## src/rtl/thunderbird_turn_input.sv

```systemverilog
// Turn-lever / hazard input conditioner for the tail-light sequencer.
// Each raw contact is synchronized and debounced; the hazard press becomes a latched toggle.
module thunderbird_turn_input #(
  parameter int DEBOUNCE_CYCLES = 4,
  parameter int CNT_W           = $clog2(DEBOUNCE_CYCLES + 1)
) (
  input  logic Clk,
  input  logic reset,
  input  logic lever_left,
  input  logic lever_right,
  input  logic hazard_btn,
  output logic left,
  output logic right,
  output logic hazard_active,
  output logic lever_fault
);

  localparam logic [CNT_W-1:0] CNT_MAX = CNT_W'(DEBOUNCE_CYCLES - 1);

  // Channel order: 0 = left lever, 1 = right lever, 2 = hazard button.
  logic [2:0] raw_in;
  logic [2:0] deb;

  assign raw_in = {hazard_btn, lever_right, lever_left};

  generate
    for (genvar gi = 0; gi < 3; gi++) begin : g_chan
      logic             s1_q, s1_d;
      logic             s2_q, s2_d;
      logic             deb_q, deb_d;
      logic [CNT_W-1:0] cnt_q, cnt_d;

      always_comb begin
        s1_d  = raw_in[gi];
        s2_d  = s1_q;
        deb_d = deb_q;
        cnt_d = '0;
        // Any return to the debounced level leaves cnt_d at 0, restarting the count.
        if (s2_q != deb_q) begin
          if (cnt_q == CNT_MAX) begin
            deb_d = s2_q;
          end else begin
            cnt_d = cnt_q + CNT_W'(1);
          end
        end
      end

      always_ff @(posedge Clk) begin
        if (reset) begin
          s1_q  <= 1'b0;
          s2_q  <= 1'b0;
          deb_q <= 1'b0;
          cnt_q <= '0;
        end else begin
          s1_q  <= s1_d;
          s2_q  <= s2_d;
          deb_q <= deb_d;
          cnt_q <= cnt_d;
        end
      end

      assign deb[gi] = deb_q;
    end
  endgenerate

  logic deb_l, deb_r, deb_h;
  logic deb_h_dly_q, deb_h_dly_d;
  logic hazard_active_q, hazard_active_d;

  assign deb_l = deb[0];
  assign deb_r = deb[1];
  assign deb_h = deb[2];

  // Rising edge of the debounced button toggles the latch once per press.
  always_comb begin
    deb_h_dly_d     = deb_h;
    hazard_active_d = hazard_active_q ^ (deb_h & ~deb_h_dly_q);
  end

  always_ff @(posedge Clk) begin
    if (reset) begin
      deb_h_dly_q     <= 1'b0;
      hazard_active_q <= 1'b0;
    end else begin
      deb_h_dly_q     <= deb_h_dly_d;
      hazard_active_q <= hazard_active_d;
    end
  end

  assign hazard_active = hazard_active_q;
  assign lever_fault   = deb_l & deb_r;
  assign left          = hazard_active_q | (deb_l & ~deb_r);
  assign right         = hazard_active_q | (deb_r & ~deb_l);

endmodule

```

## config.mk

```make
export PLATFORM = sky130hd
export DESIGN_NAME = thunderbird_turn_input
export DESIGN_NICKNAME = d
export VERILOG_FILES = /design/src/rtl/thunderbird_turn_input.sv
export SDC_FILE = /design/constraint.sdc
export NUM_CORES = 1
export LEC_CHECK = 0
export ABC_AREA = 1
export BUFFER_PORTS_ARGS = -buffer_cell sky130_fd_sc_hd__buf_2
export CORE_MARGIN = 1
export CORE_UTILIZATION = 30
export DETAILED_ROUTE_END_ITERATION = 10
export SETUP_SLACK_MARGIN = 0.2
export SLEW_MARGIN = 20
export SYNTH_ARGS = -nofsm -noshare
export SYNTH_HDL_FRONTEND = slang
export SYNTH_SLANG_ARGS = --single-unit
```

## constraint.sdc

```tcl
create_clock -name Clk -period 1.1 [get_ports Clk]
set_input_delay 0.165 -clock Clk [delete_from_list [all_inputs] [get_ports Clk]]
set_output_delay 0.165 -clock Clk [all_outputs]
set_load 0.05 [all_outputs]
```

After elaboration in Yosys (flattened, before gate mapping)
Cells that the tools add are included.

Bits in registers: 20. Bits in latches: 0. Bits in writable memories: 0. Memory bits (read-only): 0. Bits of input ports: 5. Output and inout port bits: 4. Logic and storage cells: 42. Memories: 0.

Add/sub/neg operators: 3. Multiply operators: 0. Div/mod/pow operators: 0. Magnitude comparators: 0. Equality and inequality tests: 6. Shifts and indexed selects: 0. Muxes and demuxes: 0. Bitwise operators: 13. Reductions and logical operators: 6.

Operators by type and width (number): adder 3 x 1 -> 3 bit, second input constant (3); equality test 3 x 2 -> 1 bit, second input constant (3); OR reduction 3 bit (3); NOT 1 bit (6); AND reduction 2 bit (3); bitwise AND 1 bit (4); inequality test 1 bit (3); OR 1 bit (2); XOR 1 bit (1).

Longest topological paths before layout
Gate-level depths: netlist (run 1).

Depth after elaboration: 3. Mapped depth: 5. Depth with buffers taken out: 5.

Worst setup path after synthesis (run 1)
No wires, ideal clock.

Path type: register to output. Start: register g_chan[1].deb_q (netlist: deb_r). End: output right. Data arrival time: 1.494 ns. Required time: 0.935 ns. Path slack: -0.559 ns. Stages on the path, launching flop included: 3. Path buffers: 0. Path through: dfxtp_1 > inv_1 > o21ai_0.

Longest elaborated chain between the ends: 2.

Ends and longest elaborated chain: start, declared (RTL line 30) `logic deb_q, deb_d;`; start signal, assigned (RTL line 52) `deb_q <= 1'b0;`; start signal, assigned (RTL line 57) `deb_q <= deb_d;`; bitwise AND 1 bit (RTL line 93) `assign right = hazard_active_q | (deb_r & ~deb_l);`; OR 1 bit (RTL line 93); end, declared (RTL line 13) `output logic right,`.

No other way between the ends.

Worst setup path in the final report (run 1)
Start: register g_chan[0].deb_q (netlist: deb_l). End: output left.

Longest elaborated chain between the ends: 2.

Ends and longest elaborated chain: start, declared (RTL line 30); start signal, assigned (RTL line 52); start signal, assigned (RTL line 57); bitwise AND 1 bit (RTL line 92) `assign left = hazard_active_q | (deb_l & ~deb_r);`; OR 1 bit (RTL line 92); end, declared (RTL line 12) `output logic left,`.

No other way between the ends.

==> run summary, run 1 <==
FP Rows -> 18
min Tclk post-route -> 1.20 ns
port bufs -> 8
worst-path fanout max -> 4
Core Footprint -> 2480 µm²
Remaining DRCs -> 0
setup tns final -> -0.219 ns
die span in y -> 53.1 µm
Root Buffer Master -> clkbuf_4
most common cell after layout, fill and taps aside -> nor2_1
unrepaired setup endpoints after global routing -> yes
Skew-Pair Late Insertion Delay -> 0.29 ns
r2r setup slk -> 0.10 ns
vias in the first global route -> 492
commonest cells after routing, fill and taps aside -> nor2_1, inv_1, dfxtp_1
Gate Count Post-Synth -> 96
H-Tree Depth -> 1
vias per cell -> 4.12
Worst EP required -> 0.94 ns
starting density of the core -> 0.316
ant diodes -> 0
# Max-Cap Violations -> 0
min-delay src -> lever_left
largest net degree at the start of global routing -> 12
First-pass DRT Iterations -> 4
Syn Nets -> 107
I/O pin total -> 9
Final GP Congestion -> 0.688
clock-pin slew on the worst setup and hold paths -> 0.10 ns
synthesis-to-finish area growth -> 36.6%
Slew HR -> 0.799
initial DRC count -> 4
Peak VDD IR -> 858 µV
residual overflow from global routing -> 0
Synth Warn # -> 0
first-pass GRT wire length -> 1880 µm
r2r worst-path depth -> 5
via count -> 573
worst min-delay path class -> input port to flip-flop
WL per Instance -> 8.22 µm
worst-margin pin slew -> 0.301 ns
final max-slew violation count -> 0
worst path arrival time -> 1.03 ns
CTS sink cnt -> 20
TritonCTS clock tree -> built
Hold Crit Depth -> 3
PD cells -> 1050 nW/µm²
Min-Delay Endpoint -> g_chan[0].s1_q
skew final -> 0.00671 ns
worst r2r src -> g_chan[2].cnt_q[0]
Setup-failing EPs final -> 3
Core Util, Final -> 0.432
critical path startpoint -> deb_l
DRT Wirelength -> 1140 µm
RR Endpoint -> g_chan[2].cnt_q[1]
post-synth cell types -> 12
critical path type -> flip-flop to output port
CP startpoint kind -> flip-flop
layout filler cell count -> 259
Avg Inst Size Synth -> 8.16 µm²
critical path capture point type -> output port
Tot GR Track Use -> 0.0965
Max clock buf depth -> 2
Yosys reg bits -> 20
dpl hpwl -> 883 µm
Hold Vio Cnt, Final -> 0
violated checks -> setup timing
layout cells sized above 1 -> 0.431
Inserted Clock Buffers -> 3
Seq/Total Area, Yosys -> 0.511
Lkg Pwr -> 0.439 nW
full die area -> 2820 µm²
initial antenna violation count -> 0
fin worst setup slack -> -0.0993 ns
number of nets in the layout -> 121
Die X -> 53.1 µm
mapped cell area -> 783 µm²
outcome -> complete, but fails checks
DRT antenna net count -> 0
Fmax achieved -> 0.834 GHz
Tcrit/Tclk final -> 1.09
[timing repair]
item                                   in CTS  in global routing
gates cloned                                0                  0
gates resized for setup                    17                  9
endpoints found under the hold margin       0                  0
setup endpoints to repair                  16                 16
pin swaps                                   7                  6
hold buffers                                0                  0
setup buffers                               2                  0
[state kept, by name, indices dropped and copies added (netlist names)]
register       cells
deb_r              1
g_chan.s2_q        3
deb_h_dly_q        1
deb_h              1
deb_l              1
g_chan.cnt_q       9
hazard_active      1
g_chan.s1_q        3
[through the flow]
step / instances / total power [mW] / setup WS [ns] / hold WS (ns) / cell area, µm²
floorplan: 96 / 0.793 / 0.156 / 0.272 / 900
detailed placement: 133 / 0.805 / 0.0895 / 0.372 / 966
global route: 139 / 1.20 / -0.155 / 0.0552 / 1070
CTS: 139 / 1.15 / -0.101 / 0.0605 / 1050
global placement: 133 / 0.802 / 0.106 / 0.364 / 966
finish: 139 / 1.13 / -0.0993 / 0.0735 / 1070
[where the power goes]
part	switching (mW)	internal [mW]	leakage, nW	total [mW]
Clock	0.196	0.141	0.0150	0.337
Sequential	0.00798	0.730	0.168	0.738
Combinational	0.0285	0.0218	0.256	0.0503
[synth_stat cells]
cell	instances	share of area
inv_2	1	0.0048
a21oi_1	1	0.0064
dfxtp_1	20	0.51
ha_1	6	0.096
buf_6	1	0.014
nand2_1	8	0.038
inv_1	24	0.12
nor2_4	2	0.029
nor2_1	24	0.12
o21ai_0	5	0.032
nand3_1	2	0.013
nand3_2	2	0.026
[worst max-delay path: stages, from the launching register on]
cell,delay (ns)
dfxtp_4,0.41
inv_4,0.05
o21ai_4,0.13
buf_8,0.16
[layout make-up]
class                   count  area (µm²)  area share
clock buffers               4        26.3      0.0246
multi-input cells          50         400       0.374
well taps                  30        37.5      0.0351
flip-flops and latches     20         419       0.392
inverters                  25        98.8      0.0924
repair buffers             10        87.6      0.0819
[worst max path at each step]
| stage | to |
|---|---|
| detailed placement | right |
| floorplan | g_chan[2].cnt_q[0] |
| CTS | left |
| finish | left |
| global placement | right |
| global route | left |
[cells by family after synthesis]
family | Yosys count | synth area share
fa+ha+maj | 6 | 0.0958
flops | 20 | 0.511
buf+inv | 26 | 0.134
compound gates | 6 | 0.0383
simple gates | 38 | 0.220
[per-layer routing]
layer	wire (µm)	share of wire	GRT usage
met1	512	0.45	0.0953
met2	558	0.49	0.173
met3	57	0.050	0.0517
met4	15	0.013	0.0263
met5	0	0	0
No activity file was read; power rests on OpenSTA's default activity.
==> run 2, diff against run 1 <==
- CORE_MARGIN: 1 -> 1.5
- REMOVE_ABC_BUFFERS: unset -> 1
==> run 2 against run 1 <==
Effect of this change:
- the flow still finishes with violations (setup timing)
- critical path depth unchanged
- final area is 0.59% lower
- via count unchanged
- wire length rose by 11%
- clock power up 24%
- maximum frequency is 1.2% higher
- die area up 3.8%
- power grew 7.3%
- first-iteration DRC count is 50% higher
- final cell count did not move
- flip-flop and latch count unchanged
- global-route usage grew 1.2 points
- critical endpoint unchanged
==> run summary, run 2 (synthesized netlist as in run 1, its figures left out) <==
unrepaired setup endpoints after global routing -> yes (unchanged)
NetSw -> 0.254 mW (was 0.233 mW)
H-Tree Depth -> 1 (unchanged)
worst r2r src -> g_chan[0].cnt_q[0] (was g_chan[2].cnt_q[0])
skew final -> 0.00151 ns (was 0.00671 ns)
First-pass DRT Iterations -> 3 (was 4)
Biggest register -> g_chan.cnt_q (unchanged)
register area -> 419 µm² (unchanged)
via count -> 573 (unchanged)
Switching Share -> 0.210 (was 0.207)
violated checks -> setup timing (unchanged)
kind of cell adding the most delay to the critical path -> flip-flops (unchanged)
initial antenna violation count -> 0 (unchanged)
Worst path slowest cell -> dfxtp_4 (unchanged)
Final Power -> 1.21 mW (was 1.13 mW)
commonest cells after routing, fill and taps aside -> nor2_1, inv_1, dfxtp_1 (unchanged)
Fmax achieved -> 0.844 GHz (was 0.834 GHz)
die span in y -> 54.1 µm (was 53.1 µm)
worst-margin pin slew -> 0.294 ns (was 0.301 ns)
Core Util, Final -> 0.429 (was 0.432)
outcome -> complete, but fails checks (unchanged)
worst path arrival time -> 1.02 ns (was 1.03 ns)
vias in the first global route -> 551 (was 492)
max reg flops -> 9 (unchanged)
number of nets in the layout -> 121 (unchanged)
ant diodes -> 0 (unchanged)
Tot GR Track Use -> 0.108 (was 0.0965)
worst min-delay path class -> input port to flip-flop (unchanged)
setup tns final -> -0.167 ns (was -0.219 ns)
layout cells sized above 1 -> 0.440 (was 0.431)
Inserted Clock Buffers -> 3 (unchanged)
Peak VDD IR -> 461 µV (was 858 µV)
multi-input logic area -> 389 µm² (was 400 µm²)
dpl cell area -> 850 µm² (was 966 µm²)
final max-slew violation count -> 0 (unchanged)
Die X -> 54.1 µm (was 53.1 µm)
port bufs -> 8 (unchanged)
Remaining DRCs -> 0 (unchanged)
Max clock buf depth -> 2 (unchanged)
critical path capture point type -> output port (unchanged)
Final Cell Area -> 1060 µm² (was 1070 µm²)
critical path startpoint -> deb_l (unchanged)
Lkg Pwr -> 0.436 nW (was 0.439 nW)
WL per Instance -> 9.10 µm (was 8.22 µm)
Worst EP required -> 0.94 ns (about the same)
clock-pin slew on the worst setup and hold paths -> 0.11 ns (was 0.10 ns)
Clock power frac -> 0.347 (was 0.299)
full die area -> 2930 µm² (was 2820 µm²)
RR Endpoint -> g_chan[0].cnt_q[0] (was g_chan[2].cnt_q[1])
FP Rows -> 18 (unchanged)
Root Buffer Master -> clkbuf_4 (unchanged)
vias per cell -> 4.12 (unchanged)
Final GP Congestion -> 0.645 (was 0.688)
r2r worst-path depth -> 5 (unchanged)
TritonCTS clock tree -> built (unchanged)
Top Registers -> g_chan.cnt_q (9), g_chan.s1_q (3), g_chan.s2_q (3) (unchanged)
Tcrit/Tclk final -> 1.08 (was 1.09)
DRT antenna net count -> 0 (unchanged)
crit-path max cell delay -> 0.38 ns (was 0.41 ns)
synthesis-to-finish area growth -> 35.8% (was 36.6%)
CP startpoint kind -> flip-flop (unchanged)
crit-path cells -> inv_2, o21ai_2, buf_6 (was inv_4, o21ai_4, buf_8)
largest net degree at the start of global routing -> 12 (unchanged)
critical path type -> flip-flop to output port (unchanged)
CTS Hold Buffers Added -> 0 (unchanged)
Skew-Pair Late Insertion Delay -> 0.30 ns (was 0.29 ns)
layout filler cell count -> 256 (was 259)
CTS sink cnt -> 20 (unchanged)
PD cells -> 1140 nW/µm² (was 1050 nW/µm²)
min-delay src -> lever_right (was lever_left)
first-pass GRT wire length -> 2090 µm (was 1880 µm)
# Max-Cap Violations -> 0 (unchanged)
internal power -> 0.954 mW (was 0.893 mW)
Comb pwr share -> 0.042 (was 0.045)
residual overflow from global routing -> 0 (unchanged)
fin worst setup slack -> -0.0846 ns (was -0.0993 ns)
Hold Vio Cnt, Final -> 0 (unchanged)
r2r setup slk -> 0.11 ns (was 0.10 ns)
Hold Crit Depth -> 3 (unchanged)
WP buf/inv -> 2 (unchanged)
I/O pin total -> 9 (unchanged)
initial DRC count -> 6 (was 4)
min Tclk post-route -> 1.18 ns (was 1.20 ns)
dpl hpwl -> 845 µm (was 883 µm)
share of power burned in registers -> 0.612 (was 0.656)
most common cell after layout, fill and taps aside -> nor2_1 (unchanged)
DRT Wirelength -> 1270 µm (was 1140 µm)
worst-path fanout max -> 4 (unchanged)
Slew HR -> 0.804 (was 0.799)
Min-Delay Endpoint -> g_chan[1].s1_q (was g_chan[0].s1_q)
Core Footprint -> 2480 µm² (unchanged)
starting density of the core -> 0.316 (unchanged)
Setup-failing EPs final -> 3 (unchanged)
run 2: per-stage QoR:
| stage | setup slack (ns) | hold WS [ns] | std cells |
|---|---|---|---|
| detailed placement | -0.00149 | 0.378 | 133 |
| global placement | 0.0359 | 0.370 | 133 |
| global route | -0.146 | 0.0502 | 139 |
| CTS | -0.111 | 0.0421 | 139 |
| finish | -0.0846 | 0.0589 | 139 |
| floorplan | -0.559 | 0.236 | 95 |
run 2: timing repair:
action / in CTS / in global routing
pin swaps: 17 / 12
buffers inserted: 2 / 0
endpoints found under the setup margin: 16 / 16
resized for setup: 42 / 12
run 2: final cells by class:
| cell class | instances | area share |
|---|---|---|
| sequential | 20 | 0.394 |
| multi-input combinational | 50 | 0.366 |
| inverter | 25 | 0.0882 |
| timing repair buffer | 10 | 0.0824 |
| tap | 30 | 0.0353 |
| clock buffer | 4 | 0.0341 |
run 2: per-layer routing:
metal  vias up  wire, µm  global-route usage
li1        307         -                   -
met1       252       511               0.103
met2        10       670               0.185
met3         4        34              0.0167
met4         0        49               0.125
met5         -         0                   0
run 2: how the worst max path moves through the flow:
stage / endpoint / slack, ns / cells past startpoint
after floorplan: right / -0.56 / 2
after global placement: g_chan[1].cnt_q[0] / 0.04 / 5
after detailed placement: g_chan[2].cnt_q[1] / -0.001 / 5
after CTS: right / -0.11 / 3
after global routing: left / -0.15 / 3
final: left / -0.08 / 3
run 2: power groups by stage:
stage / combinational [mW] / clock [mW] / sequential (mW)
3_5_place_dp: 0.0433 / 0 / 0.761
3_3_place_gp: 0.0423 / 0 / 0.760
5_1_grt: 0.0602 / 0.464 / 0.741
4_1_cts: 0.0479 / 0.438 / 0.744
6_report: 0.0504 / 0.419 / 0.739
2_1_floorplan: 0.0249 / 0 / 0.759
run 2: worst register-to-register path, cell delays in order (launching register included):
cell,delay (ns)
dfxtp_2,0.35
ha_4,0.16
ha_4,0.17
nor2_4,0.08
nand3_2,0.09
nor2_1,0.09
==> run 3, diff against run 2 <==
--- a/config.mk
+++ b/config.mk
@@ -14,2 +14,3 @@
 export SETUP_SLACK_MARGIN = 0.2
+export SKIP_LAST_GASP = 1
 export SLEW_MARGIN = 20
--- a/constraint.sdc
+++ b/constraint.sdc
@@ -3,2 +3,2 @@
 set_output_delay 0.165 -clock Clk [all_outputs]
-set_load 0.05 [all_outputs]
+set_load 0.1 [all_outputs]
==> run 3 against run 2 <==
Effect of this change:
- the flow still finishes with violations (setup timing)
- global-route usage shrank 0.88 points
- combinational power is 2% higher
- clock power is 20% lower
- die area stayed put
- wire length shrank 6.8%
- critical path depth rose by 1
- flip-flop and latch count is the same
- critical path type unchanged
- largest cell class unchanged
- highest routed layer unchanged
==> run summary, run 3 (synthesized netlist as in run 1, its figures left out) <==
outcome -> complete, but fails checks (unchanged)
violated checks -> setup timing (unchanged)
dpl hpwl -> 845 µm (about the same)
post-route non-filler standard cell count -> 143 (was 139)
Worst EP required -> 0.94 ns (about the same)
unrepaired setup endpoints after global routing -> yes (unchanged)
# Max-Cap Violations -> 0 (unchanged)
initial antenna violation count -> 0 (unchanged)
crit-path cells -> inv_2, o21ai_2, buf_4, buf_12 (was inv_2, o21ai_2, buf_6)
clock-pin slew on the worst setup and hold paths -> 0.11 ns (about the same)
Tcrit/Tclk final -> 1.17 (was 1.08)
skew final -> 0.00796 ns (was 0.00151 ns)
Remaining DRCs -> 0 (unchanged)
critical path capture point type -> output port (unchanged)
Lkg Pwr -> 0.462 nW (was 0.436 nW)
Hold Vio Cnt, Final -> 0 (unchanged)
worst-margin pin slew -> 0.311 ns (was 0.294 ns)
full die area -> 2930 µm² (unchanged)
max reg flops -> 9 (unchanged)
TritonCTS clock tree -> built (unchanged)
Inserted Clock Buffers -> 3 (unchanged)
Core Util, Final -> 0.451 (was 0.429)
Die X -> 54.1 µm (unchanged)
Clock power frac -> 0.297 (was 0.347)
kind of cell adding the most delay to the critical path -> flip-flops (unchanged)
min Tclk post-route -> 1.28 ns (was 1.18 ns)
Skew-Pair Late Insertion Delay -> 0.30 ns (about the same)
Root Buffer Master -> clkbuf_4 (unchanged)
CP startpoint kind -> flip-flop (unchanged)
H-Tree Depth -> 1 (unchanged)
CTS sink cnt -> 20 (unchanged)
most common cell after layout, fill and taps aside -> nor2_1 (unchanged)
critical path type -> flip-flop to output port (unchanged)
starting density of the core -> 0.316 (unchanged)
Setup-failing EPs final -> 3 (unchanged)
number of nets in the layout -> 126 (was 121)
WP buf/inv -> 3 (was 2)
Biggest register -> g_chan.cnt_q (unchanged)
dpl cell area -> 932 µm² (was 850 µm²)
Comb pwr share -> 0.046 (was 0.042)
Top Registers -> g_chan.cnt_q (9), g_chan.s1_q (3), g_chan.s2_q (3) (unchanged)
hold slack -> 0.0615 ns (was 0.0589 ns)
I/O pin total -> 9 (unchanged)
Fmax achieved -> 0.779 GHz (was 0.844 GHz)
setup tns final -> -0.479 ns (was -0.167 ns)
DP Cell Count -> 136 (was 133)
via count -> 579 (was 573)
die span in y -> 54.1 µm (unchanged)
Max clock buf depth -> 2 (unchanged)
worst path arrival time -> 1.12 ns (was 1.02 ns)
FP Rows -> 18 (unchanged)
Core Footprint -> 2480 µm² (unchanged)
vias in the first global route -> 492 (was 551)
DRT antenna net count -> 0 (unchanged)
NetSw -> 0.244 mW (was 0.254 mW)
Slew HR -> 0.792 (was 0.804)
Final Cell Area -> 1120 µm² (was 1060 µm²)
pre-CTS setup slack -> -0.0317 ns (was -0.00149 ns)
residual overflow from global routing -> 0 (unchanged)
fin worst setup slack -> -0.184 ns (was -0.0846 ns)
DRT Wirelength -> 1180 µm (was 1270 µm)
commonest cells after routing, fill and taps aside -> nor2_1, inv_1, dfxtp_1 (unchanged)
Worst path slowest cell -> dfxtp_4 (unchanged)
worst-path fanout max -> 3 (was 4)
WL per Instance -> 8.24 µm (was 9.10 µm)
synthesis-to-finish area growth -> 42.5% (was 35.8%)
crit-path max cell delay -> 0.38 ns (about the same)
PD cells -> 1010 nW/µm² (was 1140 nW/µm²)
Switching Share -> 0.216 (was 0.210)
Peak VDD IR -> 572 µV (was 461 µV)
first-pass GRT wire length -> 2030 µm (was 2090 µm)
share of power burned in registers -> 0.658 (was 0.612)
Final Power -> 1.13 mW (was 1.21 mW)
layout cells sized above 1 -> 0.442 (was 0.440)
internal power -> 0.882 mW (was 0.954 mW)
final max-slew violation count -> 0 (unchanged)
ant diodes -> 0 (unchanged)
Final GP Congestion -> 0.683 (was 0.645)
worst min-delay path class -> input port to flip-flop (unchanged)
largest net degree at the start of global routing -> 12 (unchanged)
initial DRC count -> 7 (was 6)
First-pass DRT Iterations -> 4 (was 3)
port bufs -> 8 (unchanged)
vias per cell -> 4.05 (was 4.12)
Tot GR Track Use -> 0.0997 (was 0.108)
-- run 3: changes by cell type in the layout (fill, tap and decap cells not counted), sizes merged --
cell | previous run | this run
buf | 10 | 15
clkbuf | 4 | 3
-- run 3: layout make-up --
type	instances	area, µm²
fill	255	1360
tap	30	37.5
inverter	25	93.8
sequential	20	417
clock buffer	3	22.5
timing repair buffer	15	160
multi-input combinational	50	385
-- run 3: power groups by stage --
stage,clock (mW),combinational [mW],sequential [mW]
after floorplan,0,0.0251,0.759
after global placement,0,0.0428,0.760
after detailed placement,0,0.0442,0.761
after CTS,0.348,0.0489,0.746
after global routing,0.377,0.0579,0.743
final,0.334,0.0513,0.741
-- run 3: layer usage --
layer	vias to the layer above	wire length [µm]	GRT usage
li1	315	-	-
met1	250	540	0.104
met2	10	568	0.177
met3	4	33	0.0167
met4	0	37	0.0750
met5	-	0	0
-- run 3: worst reg2reg max path: cells and delay by family, from the launching register on --
family	cells	cell delay, ns
AND/OR/NAND/NOR	3	0.27
flip-flops	1	0.35
adder cells (fa/ha/maj)	2	0.33
-- run 3: worst paths after layout --
kind	to	cells after the start	slack, ns	startpoint
setup / recovery	right	4	-0.18	deb_r
hold / removal	g_chan[1].s1_q	3	0.06	lever_right
setup reg to reg	g_chan[2].cnt_q[0]	5	0.10	g_chan[2].cnt_q[0]
hold reg to reg	g_chan[0].s2_q	2	0.41	g_chan[0].s1_q
-- run 3: timing repair --
item / 4_1_cts / 5_1_grt
endpoints found under the setup margin: 16 / 16
cloned: 0 / 0
setup buffers: 3 / 1
pin swaps: 16 / 11
hold buffers: 0 / 0
resized for setup: 32 / 11
